<file path="config.mk">
export PLATFORM = sky130hd
export DESIGN_NAME = store_buffer
export DESIGN_NICKNAME = d
export VERILOG_FILES = /design/src/rtl/riscv_mem_pkg.sv /design/src/rtl/mem_range_overlap.sv /design/src/rtl/store_buffer.sv
export SDC_FILE = /design/constraint.sdc
export NUM_CORES = 1
export LEC_CHECK = 0
export ABC_AREA = 1
export CAP_MARGIN = 5
export CORE_UTILIZATION = 45
export DETAILED_ROUTE_END_ITERATION = 8
export PLACE_DENSITY = 0.67
export SYNTH_ARGS = -nofsm -noshare
export SYNTH_HDL_FRONTEND = slang
export SYNTH_SLANG_ARGS = --single-unit
</file>
<file path="constraint.sdc">
create_clock -name CLK -period 14.15 [get_ports CLK]
set_input_delay 4.245 -clock CLK [delete_from_list [all_inputs] [get_ports CLK]]
set_output_delay 4.245 -clock CLK [all_outputs]
set_load 0.005 [all_outputs]
</file>
<file path="src/rtl/riscv_mem_pkg.sv">
// riscv_mem_pkg: memory access size codes, store-buffer entry type and size-to-length helper
// Shared by the store buffer and the data memory so both agree on access sizes.
package riscv_mem_pkg;
    typedef enum logic [2:0] {
        SZ_WORD   = 3'b000,
        SZ_BYTE   = 3'b001,
        SZ_HALF   = 3'b010,
        SZ_BYTE_U = 3'b011,
        SZ_HALF_U = 3'b100
    } mem_size_e;

    typedef struct packed {
        logic [31:0] addr;
        logic [31:0] data;
        logic [2:0]  size;
    } sb_entry_t;

    // Access length in bytes; unknown codes are treated as a full word.
    function automatic logic [2:0] size_len(input logic [2:0] size);
        return (size == SZ_BYTE || size == SZ_BYTE_U) ? 3'd1 :
               (size == SZ_HALF || size == SZ_HALF_U) ? 3'd2 : 3'd4;
    endfunction
endpackage

</file>
<file path="src/rtl/mem_range_overlap.sv">
// mem_range_overlap: flags whether two byte ranges [addr, addr+len-1] intersect
// Ports: a_addr/a_size, b_addr/b_size - the two accesses; overlap - ranges share a byte.
module mem_range_overlap
    import riscv_mem_pkg::*;
(
    input  logic [31:0] a_addr,
    input  logic [2:0]  a_size,
    input  logic [31:0] b_addr,
    input  logic [2:0]  b_size,
    output logic        overlap
);
    logic [32:0] a_lo, a_end, b_lo, b_end;

    // 33-bit ends so a range touching 0xFFFFFFFF does not wrap to zero.
    assign a_lo    = {1'b0, a_addr};
    assign b_lo    = {1'b0, b_addr};
    assign a_end   = a_lo + 33'(size_len(a_size));
    assign b_end   = b_lo + 33'(size_len(b_size));
    assign overlap = (a_lo < b_end) && (b_lo < a_end);
endmodule

</file>
<file path="src/rtl/store_buffer.sv">
// store_buffer: FIFO of pending stores sharing one data-memory port with loads
// Ports: CLK/RESET - clock, sync active-high reset; StoreValid/StoreAddress/StoreData/StoreSize - store request;
// LoadValid/LoadAddress/LoadSize - load request; Fence - wait for empty; Stall - request not accepted;
// MemAddress/MemWriteData/MemWriteEnable/MemSize - data-memory port.
module store_buffer
    import riscv_mem_pkg::*;
#(
    parameter int DEPTH = 4
) (
    input  logic        CLK,
    input  logic        RESET,
    input  logic        StoreValid,
    input  logic [31:0] StoreAddress,
    input  logic [31:0] StoreData,
    input  logic [2:0]  StoreSize,
    input  logic        LoadValid,
    input  logic [31:0] LoadAddress,
    input  logic [2:0]  LoadSize,
    input  logic        Fence,
    output logic        Stall,
    output logic [31:0] MemAddress,
    output logic [31:0] MemWriteData,
    output logic        MemWriteEnable,
    output logic [2:0]  MemSize
);
    localparam int PW = $clog2(DEPTH);
    localparam logic [PW:0] FULL = (PW+1)'(DEPTH);

    sb_entry_t        entries [DEPTH];
    sb_entry_t        head_e;
    logic [PW-1:0]    head, tail;
    logic [PW:0]      count;
    logic [DEPTH-1:0] live, hit;
    logic             hazard, load_go, drain, accept;

    for (genvar i = 0; i < DEPTH; i++) begin : g_ent
        logic [PW-1:0] off;
        // Slot i holds a pending store when its distance from head is below count.
        assign off     = PW'(i) - head;
        assign live[i] = {1'b0, off} < count;
        mem_range_overlap u_ov (
            .a_addr  (entries[i].addr),
            .a_size  (entries[i].size),
            .b_addr  (LoadAddress),
            .b_size  (LoadSize),
            .overlap (hit[i])
        );
    end

    assign head_e  = entries[head];
    assign hazard  = LoadValid & |(hit & live);
    assign load_go = LoadValid & ~hazard;
    // A stalled load leaves the port free, so draining continues until the hazard clears.
    assign drain   = ~load_go & (count != '0);
    assign accept  = StoreValid & ~LoadValid & (count < FULL);

    always_comb begin
        Stall          = ~RESET & ((LoadValid & hazard) | (StoreValid & (count == FULL)) |
                                   (Fence & (count != '0)) | (StoreValid & LoadValid));
        MemWriteEnable = ~RESET & drain;
        MemAddress     = RESET ? '0 : load_go ? LoadAddress : drain ? head_e.addr : '0;
        MemWriteData   = (RESET | load_go | ~drain) ? '0 : head_e.data;
        MemSize        = RESET ? '0 : load_go ? LoadSize : drain ? head_e.size : '0;
    end

    always_ff @(posedge CLK) begin
        if (RESET) begin
            head  <= '0;
            tail  <= '0;
            count <= '0;
            for (int k = 0; k < DEPTH; k++) entries[k] <= '0;
        end else begin
            if (accept) begin
                entries[tail] <= sb_entry_t'{addr: StoreAddress, data: StoreData, size: StoreSize};
                tail          <= tail + 1'b1;
            end
            if (drain) head <= head + 1'b1;
            count <= count + (PW+1)'(accept) - (PW+1)'(drain);
        end
    end
endmodule

</file>
==> results of run 1 <==
## sequential cells by signal (all words and copies together) (netlist names), named ones only
register,flops
head,2
count,3
entries,268
tail,2
## area by class of cell
cell class | instances | area, sq um | area share, %
Clock buffer | 45 | 892 | 3.29
Tap cell | 664 | 831 | 3.06
Timing Repair Buffer | 288 | 2930 | 10.8
Multi-Input combinational cell | 2124 | 12700 | 46.8
Clock inverter | 14 | 125 | 0.461
Inverter | 382 | 1440 | 5.30
Sequential cell | 277 | 8230 | 30.3
Antenna cell | 2 | 5.00 | 0.0184
## per-stage QoR
stage	instance area, sq um	power, W
2_1_floorplan	22500	0.00171
3_3_place_gp	25300	0.00219
3_5_place_dp	25300	0.00221
4_1_cts	26500	0.00305
5_1_grt	27100	0.00326
6_report	27100	0.00310
## cell usage in the layout (no fill, tap or decap), types with 33 or more instances in the layout
cell               n
a21oi_1          195
buf_4             99
o21ai_0          111
nor2_1           433
nand4_1           80
clkdlybuf4s50_1  111
nor3_1            87
nand3_1           77
nand2_1          582
ha_1             259
a32o_1            33
xor2_1            95
inv_1            369
clkbuf_16         38
dlymetal6s2s_1    61
edfxtp_1         268
## metal layers
metal  global-route usage (%)  up-vias  wire, um
li1                         -    10100         -
met1                     42.5    10000     34800
met2                     51.5      839     37300
met3                     4.93      153      6620
met4                     11.0        4      2770
met5                        0        -        25
## repair_timing
| action | CTS | global route |
|---|---|---|
| pin swaps | 9 | 21 |
| endpoints found under the setup margin | 69 | 69 |
| endpoints found under the hold margin | 0 | 0 |
| hold buffers | 0 | 0 |
| cloned | 1 | 4 |
| resized for setup | 21 | 109 |
| setup buffers | 5 | 25 |
## worst max path at each step
stage	from	to	slack, ns	cells after the start
after floorplan	LoadSize[0]	MemWriteData[22]	1.70	35
after global placement	LoadSize[2]	MemSize[0]	-0.24	34
after detailed placement	LoadSize[2]	MemAddress[20]	-0.38	34
after CTS	LoadSize[1]	MemAddress[29]	0.01	39
after global routing	LoadSize[0]	MemWriteData[7]	-0.12	38
final	LoadSize[0]	MemWriteData[23]	0.28	36
## where the power goes
part	total (W)	internal, W	switching, W
Clock	0.000823	0.000452	0.000370
Combinational	0.00125	0.000483	0.000768
Sequential	0.00103	0.000964	0.0000628
## kinds of logic after synthesis
logic type | share of synthesized area, %
compound gates | 10.4
buf+inv | 8.21
fa+ha+maj | 15.3
xor+xnor | 4.45
flops | 36.6
simple gates | 25.0
## worst min-delay path: cells and delay by family, from the launching register on
family / cells / cell delay, ns
compound gates: 1 / 0.13
flops: 1 / 0.34
simple gates: 1 / 0.07
==> flow_summary.json, run 1 <==
{
  "status": "completed",
  "gp_congestion": 1.03,
  "setup.worst_path.start_class": "input pin",
  "synth_most_common_cell": "nand2_1",
  "finalClockSkew_ns": 0.0194,
  "yosysSeqAreaShare_pct": 36.6,
  "pre_cts_slack_ns": -0.378,
  "holdPathStages": 2,
  "io_pins": 176,
  "critPathRequiredTime_ns": 9.90,
  "yosys_most_used_dff": "edfxtp_1",
  "slowest_delay_ns": 0.50,
  "reg2regPathDepth": 39,
  "min_to": "head[1]",
  "core_sq_mm": 0.0491,
  "grt_max_degree": 89,
  "endpoint_kind": "output port",
  "synthesis.nets": 3257,
  "worstSkewPairLatency_ns": 0.57,
  "hold_ws_ns": 0.588,
  "synth-edff-count": 268,
  "cap_viol_max_count": 0,
  "synth_seq_cells": 277,
  "p_leak_nw": 12.7,
  "drt_iter0_markers": 1834,
  "synth_top_area_share_pct": 35.8,
  "synth.avg_cell_area_sq_um": 7.80,
  "max_freq_ghz": 0.0721,
  "reg2reg_to": "count[2]",
  "r2r-start": "entries[0][2]",
  "path_buf_inv": 11,
  "place_inst": 3702,
  "setup_viol": 0,
  "routed_wl_um": 81500,
  "fin_ws_ns": 0.276,
  "htreeDepth": 2,
  "drive_gt1_share_pct": 8.08,
  "rows": 81,
  "tns_ns": 0,
  "hp-start": "head[1]",
  "irDropWorstVdd_mv": 0.128,
  "place_hpwl_um": 58400,
  "slew_headroom_pct": 27.8,
  "fin_crit_sh_pct": 98.0,
  "dieArea_sq_mm": 0.0508,
  "cts_buffers": 34,
  "rsz0062_at_grt": "true",
  "io_buffers": 175,
  "period_needed_ns": 13.87,
  "die_y_um": 225,
  "antenna_found_initial": 3,
  "synth.area.top_cells": "edfxtp_1 (36%), ha_1 (15%), nand2_1 (9.8%)",
  "nets": 3485,
  "reg2reg_slack_ns": 6.82,
  "drtAntennaViolNets": 0,
  "crit_type": "in2out",
  "maxSlewViolCount": 0,
  "die_w_um": 225,
  "avgViaCountPerCell": 5.57,
  "instances_no_fill": 3796,
  "cp_max_fo": 9,
  "p_per_area_mw_per_mm2": 114,
  "root_buffer": "clkbuf_16",
  "syn2layout_area_growth_pct": 20.9,
  "grt_first_pass_wirelength_um": 120000,
  "synth_area_leader_cell": "edfxtp_1",
  "nFillCells": 4704,
  "worst_slew_pin_slew_ns": 1.08,
  "clk_pin_slew_ns": 0.06,
  "vias": 21100,
  "worstHoldPathType": "reg2reg",
  "clock_sinks": 277,
  "ys_warn_count": 0,
  "first_pass_iters": 6,
  "syn_area_sq_mm": 0.0225,
  "cts_tree": "built",
  "post_drt_wl_per_cell_um": 21.5,
  "start_util_pct": 45.8,
  "utilization_pct": 55.3,
  "overflow": 0,
  "async_flop_share_pct": 0,
  "drc": 0,
  "synthDistinctLibCells": 53,
  "slowest_stage": "clkdlybuf4s50_1",
  "hold_viol_final": 0,
  "grt_pass1_vias": 20300,
  "clk_path_buf_depth": 3,
  "track_usage_pct": 31.6,
  "arrival_ns": 9.63,
  "cpLargestDelayFamily": "buffers and inverters",
  "synth_cells": 2879,
  "yosys-top-cells-count": "nand2_1 (589), nor2_1 (446), inv_1 (372)"
}
Power figures use the tool's default switching activity.
==> run 2: changes to the inputs <==
--- a/config.mk
+++ b/config.mk
@@ -12,4 +12,5 @@
 export PLACE_DENSITY = 0.67
 export SYNTH_ARGS = -nofsm -noshare
 export SYNTH_HDL_FRONTEND = slang
+export SYNTH_HIERARCHICAL = 1
 export SYNTH_SLANG_ARGS = --single-unit
==> flow_summary.json, run 2 <==
{
  "status": "completed",
  "drc": 0,
  "nFillCells": 5530,
  "grt_use_met3_pct": 5.24,
  "yosys-top-cells-count": "nor2_1 (758), nand2_1 (696), inv_1 (351)",
  "routed_wl_um": 94500,
  "syn_area_sq_mm": 0.0258,
  "grt_max_degree": 103,
  "arrival_ns": 9.64,
  "internal_power_w": 0.00191,
  "nets": 4083,
  "start_util_pct": 45.6,
  "first_pass_iters": 6,
  "synth-edff-count": 268,
  "fin_area_sq_mm": 0.0301,
  "antenna_found_initial": 4,
  "synth.avg_cell_area_sq_um": 7.44,
  "setup.worst_path.start_class": "input pin",
  "clock_sinks": 277,
  "avgViaCountPerCell": 5.61,
  "synth_top_area_share_pct": 31.2,
  "endpoint_kind": "output port",
  "cap_viol_max_count": 0,
  "fin_crit_sh_pct": 98.1,
  "utilization_pct": 53.2,
  "final_cell_mix": "nor2_1 (749), nand2_1 (686), inv_1 (349), ha_1 (276), edfxtp_1 (268)",
  "worst_slew_pin_slew_ns": 1.14,
  "setup_viol": 0,
  "synthDistinctLibCells": 50,
  "hold_viol_final": 0,
  "p_per_area_mw_per_mm2": 106,
  "cts_buffers": 34,
  "yosysSeqAreaShare_pct": 31.8,
  "track_usage_pct": 31.4,
  "synthesis.nets": 3866,
  "top_register": "entries",
  "grt_first_pass_wirelength_um": 140000,
  "place_inst": 4394,
  "diodes": 0,
  "io_buffers": 175,
  "grtUsageMet2_pct": 50.7,
  "comb_power_share_pct": 40.9,
  "place_hpwl_um": 69100,
  "gp_congestion": 1.00,
  "root_buffer": "clkbuf_16",
  "p_total_w": 0.00320,
  "maxSlewViolCount": 0,
  "synth_seq_cells": 277,
  "crit_top_cell": "nand2_1",
  "rows": 87,
  "power_frac_seq_pct": 33.4,
  "slowest_delay_ns": 0.52,
  "slowest_stage": "clkdlybuf4s50_1",
  "crit_type": "in2out",
  "drt_iter0_markers": 2376,
  "irDropWorstVdd_mv": 0.126,
  "synth_cells": 3472,
  "hold_buffers": 0,
  "finalClockSkew_ns": 0.0202,
  "htreeDepth": 2,
  "vias": 25100,
  "globalRoute.busiestLayer": "met2",
  "synth_most_common_cell": "nor2_1",
  "synth_area_leader_cell": "edfxtp_1",
  "largest_reg_flops": 268,
  "clk_path_buf_depth": 3,
  "p_leak_nw": 12.6,
  "worstHoldPathType": "reg2reg",
  "slew_headroom_pct": 23.9,
  "post_drt_wl_per_cell_um": 21.1,
  "largestRegisters": "entries x268, count x3",
  "die_y_um": 242,
  "overflow": 0,
  "synth.area.top_cells": "edfxtp_1 (31%), ha_1 (13%), nor2_1 (11%)",
  "clkPwrFrac_pct": 25.7,
  "syn2layout_area_growth_pct": 16.6,
  "cts_tree": "built",
  "die_w_um": 242,
  "tns_ns": 0,
  "netSwitchingPower_w": 0.00129,
  "yosys_most_used_dff": "edfxtp_1",
  "grt_pass1_vias": 23400,
  "drive_gt1_share_pct": 7.46,
  "core_sq_mm": 0.0566,
  "final_common_cell": "nor2_1",
  "async_flop_share_pct": 0,
  "period_needed_ns": 13.88,
  "p_sw_share_pct": 40.3,
  "instances_no_fill": 4468,
  "drtAntennaViolNets": 0,
  "critPathRequiredTime_ns": 9.90,
  "worstSkewPairLatency_ns": 0.56,
  "dpl_cell_area_sq_mm": 0.0288,
  "ys_warn_count": 6,
  "max_freq_ghz": 0.0720,
  "clk_pin_slew_ns": 0.06,
  "grt_use_met1_pct": 41.7,
  "io_pins": 176,
  "dieArea_sq_mm": 0.0584,
  "cp_max_fo": 7
}
==> run 2: changes by cell type after synthesis, moves of 22 or more <==
| cell | previous run | this run |
|---|---|---|
| nor2_1 | 446 | 758 |
| nand2_1 | 589 | 696 |
| xnor2_1 | 17 | 86 |
| a21oi_1 | 198 | 136 |
| xor2_1 | 97 | 145 |
| nand4_1 | 80 | 115 |
| o21ai_0 | 117 | 152 |
| a32o_1 | 33 | 0 |
| o22ai_1 | 6 | 37 |
| nor3_1 | 95 | 65 |
| clkbuf_1 | 77 | 51 |
| buf_2 | 1 | 26 |
| nand3_1 | 82 | 104 |
==> run 2: metal layers <==
layer | part of all wire, % | vias up
met4 | 4.4 | 8
met2 | 44 | 1319
li1 | - | 12000
met5 | 0.049 | -
met3 | 10 | 234
met1 | 41 | 11500
==> run 2: layout make-up <==
class	count	area (sq um)	area share, %
repair buffers	269	2580	8.56
clock inverters	16	144	0.478
clock buffers	43	885	2.94
flip-flops and latches	277	8230	27.3
multi-input cells	2749	16000	53.1
well taps	756	946	3.14
inverters	358	1350	4.47
==> run 2: logic make-up after synthesis <==
logic type	share of synthesized area, %
and+or+nand+nor	31.5
buffers and inverters	6.91
AOI/OAI and AO/OA	7.78
adders and majority gates	14.2
DFF	31.8
xor gates and xnor gates	7.83
==> run 2: critical path, delay by kind of cell <==
kind                       cells  cell delay [ns]
and+or+nand+nor               20             2.62
AOI/OAI and AO/OA              1             0.14
xor gates and xnor gates       1             0.18
buffers and inverters          7             1.54
adders and majority gates      3             0.89
==> run 2: path summary, 6_finish.rpt <==
kind / endpoint / cells past startpoint / startpoint / slack [ns]
setup / recovery: MemSize[1] / 32 / LoadSize[0] / 0.27
hold / removal: tail[0] / 1 / tail[0] / 0.54
setup reg to reg: count[2] / 34 / entries[0][2] / 8.14
hold reg to reg: tail[0] / 1 / tail[0] / 0.54
==> run 2: repair_timing <==
| item | 4_1_cts | 5_1_grt |
|---|---|---|
| buffers inserted | 0 | 10 |
| setup endpoints to repair | 0 | 68 |
| endpoints found under the hold margin | 0 | 0 |
| gates resized for setup | 0 | 31 |
==> run 2: per-stage QoR <==
step	hold slack, ns	worst slack, ns
2_1_floorplan	0.480	2.29
3_3_place_gp	0.511	0.259
3_5_place_dp	0.517	0.213
4_1_cts	0.531	0.196
5_1_grt	0.587	-0.0613
6_report	0.539	0.269
==> run 2: power by group through the flow <==
stage | logic, W | clock network, W | registers (W)
after floorplan | 0.000760 | 0 | 0.00103
after global placement | 0.00122 | 0 | 0.00108
after detailed placement | 0.00122 | 0 | 0.00108
after CTS | 0.00123 | 0.000831 | 0.00107
after global routing | 0.00143 | 0.000867 | 0.00107
final | 0.00131 | 0.000821 | 0.00107
